==> src/rtl/stream_burst_arbiter.sv <==
// stream_burst_arbiter
//   Shares one valid/ready source among NUM_PORTS consumers. Each requester
//   gets a committed burst of exactly BURST_LEN beats, and grants rotate in
//   round-robin order.
//
// Ports
//   clock, reset      rising-edge clock, synchronous active-high reset
//   in_valid/in_ready source handshake (in_ready combinational from grant)
//   in_data           source data
//   req[NUM_PORTS]    level-sensitive burst requests
//   out_valid[N]      per-consumer valid (only the granted bit can be set)
//   out_ready[N]      per-consumer ready
//   out_data          shared data bus, a straight copy of in_data
//   grant[N]          registered one-hot grant, zero when idle
//   burst_done        registered pulse in the cycle after a burst's last beat
module stream_burst_arbiter #(
  parameter int unsigned NUM_PORTS  = 4,
  parameter int unsigned BURST_LEN  = 4,
  parameter int unsigned DATA_WIDTH = 8
) (
  input  logic                  clock,
  input  logic                  reset,
  input  logic                  in_valid,
  output logic                  in_ready,
  input  logic [DATA_WIDTH-1:0] in_data,
  input  logic [NUM_PORTS-1:0]  req,
  output logic [NUM_PORTS-1:0]  out_valid,
  input  logic [NUM_PORTS-1:0]  out_ready,
  output logic [DATA_WIDTH-1:0] out_data,
  output logic [NUM_PORTS-1:0]  grant,
  output logic                  burst_done
);

  localparam int unsigned PORT_W = $clog2(NUM_PORTS);
  localparam int unsigned CNT_W  = (BURST_LEN > 1) ? $clog2(BURST_LEN) : 1;
  localparam logic [CNT_W-1:0]     CNT_LAST  = CNT_W'(BURST_LEN - 1);
  localparam logic [PORT_W-1:0]    PORT_LAST = PORT_W'(NUM_PORTS - 1);
  localparam logic [NUM_PORTS-1:0] ONE_HOT0  = NUM_PORTS'(1);

  typedef enum logic {
    IDLE  = 1'b0,
    BURST = 1'b1
  } state_t;

  state_t               state_q, state_d;
  logic [NUM_PORTS-1:0] grant_q, grant_d;
  logic [CNT_W-1:0]     cnt_q, cnt_d;
  logic [PORT_W-1:0]    last_q, last_d;
  logic                 done_q, done_d;

  logic                 beat;
  logic                 final_beat;
  logic                 arb_point;
  logic                 found;
  logic [PORT_W-1:0]    pick;
  logic [PORT_W-1:0]    scan_idx;

  assign grant      = grant_q;
  assign burst_done = done_q;
  assign out_data   = in_data;

  // Datapath steering; forced quiet while reset is held so a burst that was
  // in flight cannot move a beat during the reset cycle itself.
  always_comb begin
    out_valid = '0;
    in_ready  = 1'b0;
    if (!reset && state_q == BURST) begin
      out_valid = grant_q & {NUM_PORTS{in_valid}};
      in_ready  = |(grant_q & out_ready);
    end
  end

  assign beat       = in_valid && in_ready;
  assign final_beat = beat && (cnt_q == CNT_LAST);
  assign arb_point  = (state_q == IDLE) || final_beat;

  // Round-robin scan starting just after the last granted port; the last
  // granted port itself is visited last, giving it lowest priority.
  always_comb begin
    found    = 1'b0;
    pick     = last_q;
    scan_idx = last_q;
    for (int unsigned i = 1; i <= NUM_PORTS; i++) begin
      scan_idx = PORT_W'((32'(last_q) + i) % NUM_PORTS);
      if (!found && req[scan_idx]) begin
        found = 1'b1;
        pick  = scan_idx;
      end
    end
  end

  // Next-state: count beats inside a burst, re-arbitrate at the final beat
  // (no bubble) or on every idle cycle.
  always_comb begin
    state_d = state_q;
    grant_d = grant_q;
    cnt_d   = cnt_q;
    last_d  = last_q;
    done_d  = 1'b0;

    if (state_q == BURST && beat) begin
      cnt_d = cnt_q + CNT_W'(1);
    end
    if (final_beat) begin
      done_d = 1'b1;
    end

    if (arb_point) begin
      cnt_d = '0;
      if (found) begin
        state_d = BURST;
        grant_d = ONE_HOT0 << pick;
        last_d  = pick;
      end else begin
        state_d = IDLE;
        grant_d = '0;
      end
    end
  end

  // State register; reset aborts any burst and restores port 0 priority.
  always_ff @(posedge clock) begin
    if (reset) begin
      state_q <= IDLE;
      grant_q <= '0;
      cnt_q   <= '0;
      last_q  <= PORT_LAST;
      done_q  <= 1'b0;
    end else begin
      state_q <= state_d;
      grant_q <= grant_d;
      cnt_q   <= cnt_d;
      last_q  <= last_d;
      done_q  <= done_d;
    end
  end

endmodule

==> config.mk <==
export PLATFORM = sky130hd
export DESIGN_NAME = stream_burst_arbiter
export DESIGN_NICKNAME = d
export VERILOG_FILES = /design/src/rtl/stream_burst_arbiter.sv
export SDC_FILE = /design/constraint.sdc
export NUM_CORES = 1
export LEC_CHECK = 0
export ABC_AREA = 1
export CORE_MARGIN = 1.5
export CORE_UTILIZATION = 37
export CTS_CLUSTER_DIAMETER = 40
export CTS_CLUSTER_SIZE = 28
export DETAILED_ROUTE_END_ITERATION = 16
export HOLD_SLACK_MARGIN = 0.02
export PLACE_DENSITY = 0.74
export SYNTH_ARGS = -nofsm -noshare
export SYNTH_HDL_FRONTEND = slang
export SYNTH_SLANG_ARGS = --single-unit
export TNS_END_PERCENT = 20
==> constraint.sdc <==
create_clock -name clock -period 1.4 [get_ports clock]
set_clock_uncertainty 0.1 [all_clocks]
set_input_delay 0.28 -clock clock [delete_from_list [all_inputs] [get_ports clock]]
set_output_delay 0.28 -clock clock [all_outputs]
set_load 0.05 [all_outputs]
# == After elaboration in Yosys (flattened, before gate mapping) ==
# Index checks and enable logic that the tools add are counted.
# totals
reg_bits,10
in_bits,19
out_inout_bits,18
word_cells,55
# classes
n_addsub,5
magnitude_cmp,4
n_eq_ne,1
n_shift,1
n_mux,21
n_bitwise,3
n_reduce_logical,15
# op_table
op,n
$lt A2 B3 Y1 const B,4
$mux W1,11
$and A4 B4 Y4,2
$bmux W1 S2,4
$mux W2,4
$mux W4,2
$logic_and A1 B1 Y1,7
$add A2 B1 Y2 const B,3
$add A2 B2 Y2 const B,2
$logic_not A1 Y1,4
$reduce_or A4 Y1,1
$shl A1 B2 Y4 const A,1
$eq A2 B2 Y1 const B,1
$reduce_and A2 Y1,1
$reduce_or A2 Y1,1
$logic_or A1 B1 Y1,1
$not A1 Y1,1

# == Longest topological paths before layout ==
# logic_depth
word_depth,15
ltp_mapped,14
depth_no_buf,13

# == Worst setup path after synthesis ==
# No wires, ideal clock.
# synth_timing
path_kind,reg-to-output
from,"reg grant_q[0], in the netlist grant[0]"
to,out out_valid[0]
arrival_ps,1413
t_required_ps,1020
slack_ps,-393
stages_incl_launch_ff,3
n_path_buf,0
path_cell_list,dfxtp_1 > nand2_1 > nor2_1
# synth_via
elab_chain_cells,2
# synth_rtl
element,line_no,text
"start, declared",46,"logic [NUM_PORTS-1:0] grant_q, grant_d;"
"start signal, assigned",131,grant_q <= grant_d;
$and A4 B4 Y4,68,out_valid = grant_q & {NUM_PORTS{in_valid}};
$mux W4,67,if (!reset && state_q == BURST) begin
"end, declared",27,"output logic [NUM_PORTS-1:0] out_valid,"
# No other way between the ends.

# == Worst setup path after layout ==
# layout_timing
from,reg last_q[0]
to,"reg grant_q[2], in the netlist grant[2]"
# layout_via
elab_chain_cells,15
word_cells_on_any_way,28
classes_between,add/sub: 4; shift: 1; mux: 17; reduce/logical: 6
# layout_rtl
element,line_no,text
"start, declared",48,"logic [PORT_W-1:0] last_q, last_d;"
"start signal, assigned",133,last_q <= last_d;
$add A2 B1 Y2,84,scan_idx = PORT_W'((32'(last_q) + i) % NUM_PORTS);
$bmux W1 S2,85,if (!found && req[scan_idx]) begin
$mux W1 (not written as such),85,
$mux W1,85,
$logic_not A1 Y1,85,
$logic_and A1 B1 Y1,85,
$mux W1,85,
$logic_not A1 Y1,85,
$logic_and A1 B1 Y1,85,
$mux W1,85,
$logic_not A1 Y1,85,
$logic_and A1 B1 Y1,85,
$mux W2,85,
$shl A1 B2 Y4,112,grant_d = ONE_HOT0 << pick;
$mux W4 (*),110,if (found) begin
# Every way passes the cells marked *; elsewhere a longest branch is shown, timed or not. The select of a mux whose other input is x is not followed.
# A chain may end at the register's enable or synchronous reset.

==> flow_metrics.tcl <==
set metrics [dict create \
    status "finished with violations" \
    violations "setup timing" \
    clock_sinks 10 \
    post_route_cells_drive_above_1_share_pct 53.0 \
    ctsHtreeMaxLevel 1 \
    synth_top_family_by_area "simple AND/OR/NAND/NOR gates" \
    synth_mux_area_share_pct 1.36 \
    final_cells 193 \
    ys_types 27 \
    yosysTopAreaCell "nand2_1" \
    grt_max_degree 9 \
    min_from "reset" \
    seq_power_share_pct 14.6 \
    hold_viol 0 \
    cts_tree "yes" \
    crit_fanout 8 \
    synth_simple_gate_area_share_pct 52.5 \
    io_pins 37 \
    synth_area_per_cell_um2 6.28 \
    regArea_um2 211 \
    ys_warn_count 0 \
    crit_path_end_kind "register" \
    setup_ws_ns -0.222 \
    setup_viol_count_final 14 \
    worstPathArrival_ns 1.73 \
    min_path_type "input port to register" \
    crit_type "register to register" \
    hold_buffers 0 \
    nNetsFinal 187 \
    mostFrequentLayoutCells "38 x nand2_1, 18 x buf_4, 13 x nand2_4, 11 x nand2_2, 11 x buf_12" \
    slew_violations 0 \
    vias 955 \
    clkSlewWorstSetupHoldPaths_ns 0.07 \
    sw_frac_of_total_pct 50.7 \
    worstReg2RegStart "last_q[0]$_SDFFE_PP1P_" \
    min_to "state_q$_SDFFE_PP0P_" \
    die_w_um 50.4 \
    cts_made_buffers 3 \
    n_antenna_cell 0 \
    core_area_um2 2040 \
    p_leak_nw 0.703 \
    reg2regPathDepth 14 \
    netlist_instances 132 \
    cp-start-kind "register" \
    drc_errors 0 \
    cts-root-buf "clkbuf_4" \
    power_switching_w 0.00152 \
    fill_cells 165 \
    drt_iter0_drc 24 \
    insertion_delay_ns 0.27 \
    r2r_end "grant[2]$_SDFFE_PP0P_" \
    synth_top_area_share_pct 24.4 \
    antenna_found_initial 0 \
    synth_area_um2 830 \
    p_comb_share_pct 76.7 \
    intPower_w 0.00148 \
    cellPowerDensity_nw_per_um2 2040 \
    ys_seq_area_share_pct 24.1 \
    wl_mm 2.35 \
    area_growth_syn_to_layout_pct 77.7 \
    multi_input_area_um2 686 \
    track_usage_pct 19.4 \
    synthXorXnorAreaFrac_pct 1.06 \
    grt_pass1_vias 918 \
    cp.required_ns 1.51 \
    syn_nets 152 \
    grt_overflow_total 0 \
    clkPwrFrac_pct 8.7 \
    design.die.area_um2 2540 \
    synth-edff-count 0 \
    dr.pass1.iters 4 \
    ant_nets 0 \
    rows 16 \
    synth_compound_area_share_pct 5.13 \
    period_share_pct 116 \
    synth_seq_cells 10 \
    hold_depth 3 \
    dp_hpwl_mm 1.72 \
    max_cap_viol_count 0 \
    numPlacedInstances 186 \
    synth_fa_ha_area_share_pct 1.51 \
    fmax_mhz 617 \
    worst_pin_slew_ns 0.235 \
    ys.flop_type "dfxtp_1" \
    rsz0062_at_grt "yes" \
    timing.slew.headroom_pct 84.3 \
    synthTopCellsByArea "nand2_1 24%, dfxtp_1 24%, nand3_1 7.2%" \
    post-route-util_pct 72.2 \
    start_util_pct 40.6 \
    async_flop_share_pct 0 \
    vias_per_cell 4.95 \
    grt_pass1_wl_mm 3.84 \
    cts_buffer_depth 2 \
    io_buffers 20 \
    wire_per_inst_um 12.2 \
    period_needed_ns 1.62 \
    irDropWorstVdd_uv 1410 \
    layout_commonest_cell "nand2_1" \
    ff2ff_setup_slack_ns -0.22 \
    gp_congestion 0.821 \
    die_h_um 50.4 \
]
[critical path, stage by stage (launching register included)]
cell and delay (ns):
dfxtp_2 0.34, buf_12 0.14, inv_8 0.07, nand2_2 0.06, nand2_4 0.08, nand2_4 0.07, nand2_8 0.10, nand2_1 0.07
nand2_2 0.08, inv_1 0.06, nand2_2 0.06, nand2_1 0.09, nor2_2 0.12, nand2_1 0.06, nand2_1 0.05
[through the flow]
stage | cell area [um2] | setup WS, ns | setup TNS [ns] | total power (W) | hold slack (ns)
final | 1470 | -0.222 | -1.64 | 0.00300 | 0.411
after global routing | 1470 | -0.329 | -2.69 | 0.00320 | 0.432
after CTS | 1370 | -0.163 | -1.53 | 0.00270 | 0.393
after detailed placement | 1270 | -0.464 | -5.57 | 0.00226 | 0.441
after global placement | 1270 | -0.426 | -4.92 | 0.00222 | 0.417
after floorplan | 876 | -0.0262 | -0.0926 | 0.00166 | 0.249
[power groups by stage]
stage          Clock [W]  Sequential (W)  Combinational [W]
2_1_floorplan          0        0.000565            0.00110
3_3_place_gp           0        0.000425            0.00179
3_5_place_dp           0        0.000429            0.00183
4_1_cts         0.000269        0.000427            0.00201
5_1_grt         0.000287        0.000447            0.00247
6_report        0.000262        0.000438            0.00230
[state kept, by name, summed over array words and instances (netlist names)]
register	flops
burst_done	1
cnt_q	2
grant	4
last_q	2
state_q	1
[routing by layer]
layer  GRT usage [%]  part of all wire (%)  vias up
met5               0                     0        -
met4            5.86                   1.2        0
met3            5.65                   4.9        4
met2            32.5                    51       20
met1            23.9                    43      451
li1                -                     -      480
[final cells by class]
| class | count | share of cell area, % |
|---|---|---|
| clock buffers | 4 | 2.46 |
| well taps | 27 | 2.29 |
| flip-flops and latches | 10 | 14.3 |
| multi-input cells | 102 | 46.5 |
| inverters | 11 | 3.99 |
| repair buffers | 39 | 30.4 |
[cell families after synthesis]
logic type,count (synthesis)
AO/OA/AOI/OAI,8
buffers and inverters,20
adder cells (fa/ha/maj),1
flip-flops,10
AND/OR/NAND/NOR,91
XOR/XNOR,1
multiplexers,1
[repair_timing]
| item | CTS | global route |
|---|---|---|
| gates resized for setup | 23 | 29 |
| endpoints found under the setup margin | 14 | 14 |
| cloned | 0 | 0 |
| setup buffers | 3 | 0 |
| pin swaps | 13 | 17 |
[synthesized netlist by cell type (2+ instances only)]
cell type,n
a21oi_1,3
buf_4,8
dfxtp_1,10
inv_1,7
nand2_1,54
nand2_2,6
nand2_4,3
nand3_1,12
nand4_1,2
nor2_1,7
nor2_2,2
o21ai_0,3
[how the worst max path moves through the flow]
stage	startpoint	end	cells past startpoint
after floorplan	last_q[0]$_SDFFE_PP1P_	grant[1]$_SDFFE_PP0P_	12
after global placement	req[2]	grant[1]$_SDFFE_PP0P_	12
after detailed placement	req[2]	grant[1]$_SDFFE_PP0P_	12
after CTS	last_q[0]$_SDFFE_PP1P_	grant[3]$_SDFFE_PP0P_	13
after global routing	last_q[0]$_SDFFE_PP1P_	grant[2]$_SDFFE_PP0P_	14
final	last_q[0]$_SDFFE_PP1P_	grant[2]$_SDFFE_PP0P_	14
(Power assumes the default switching activity.)
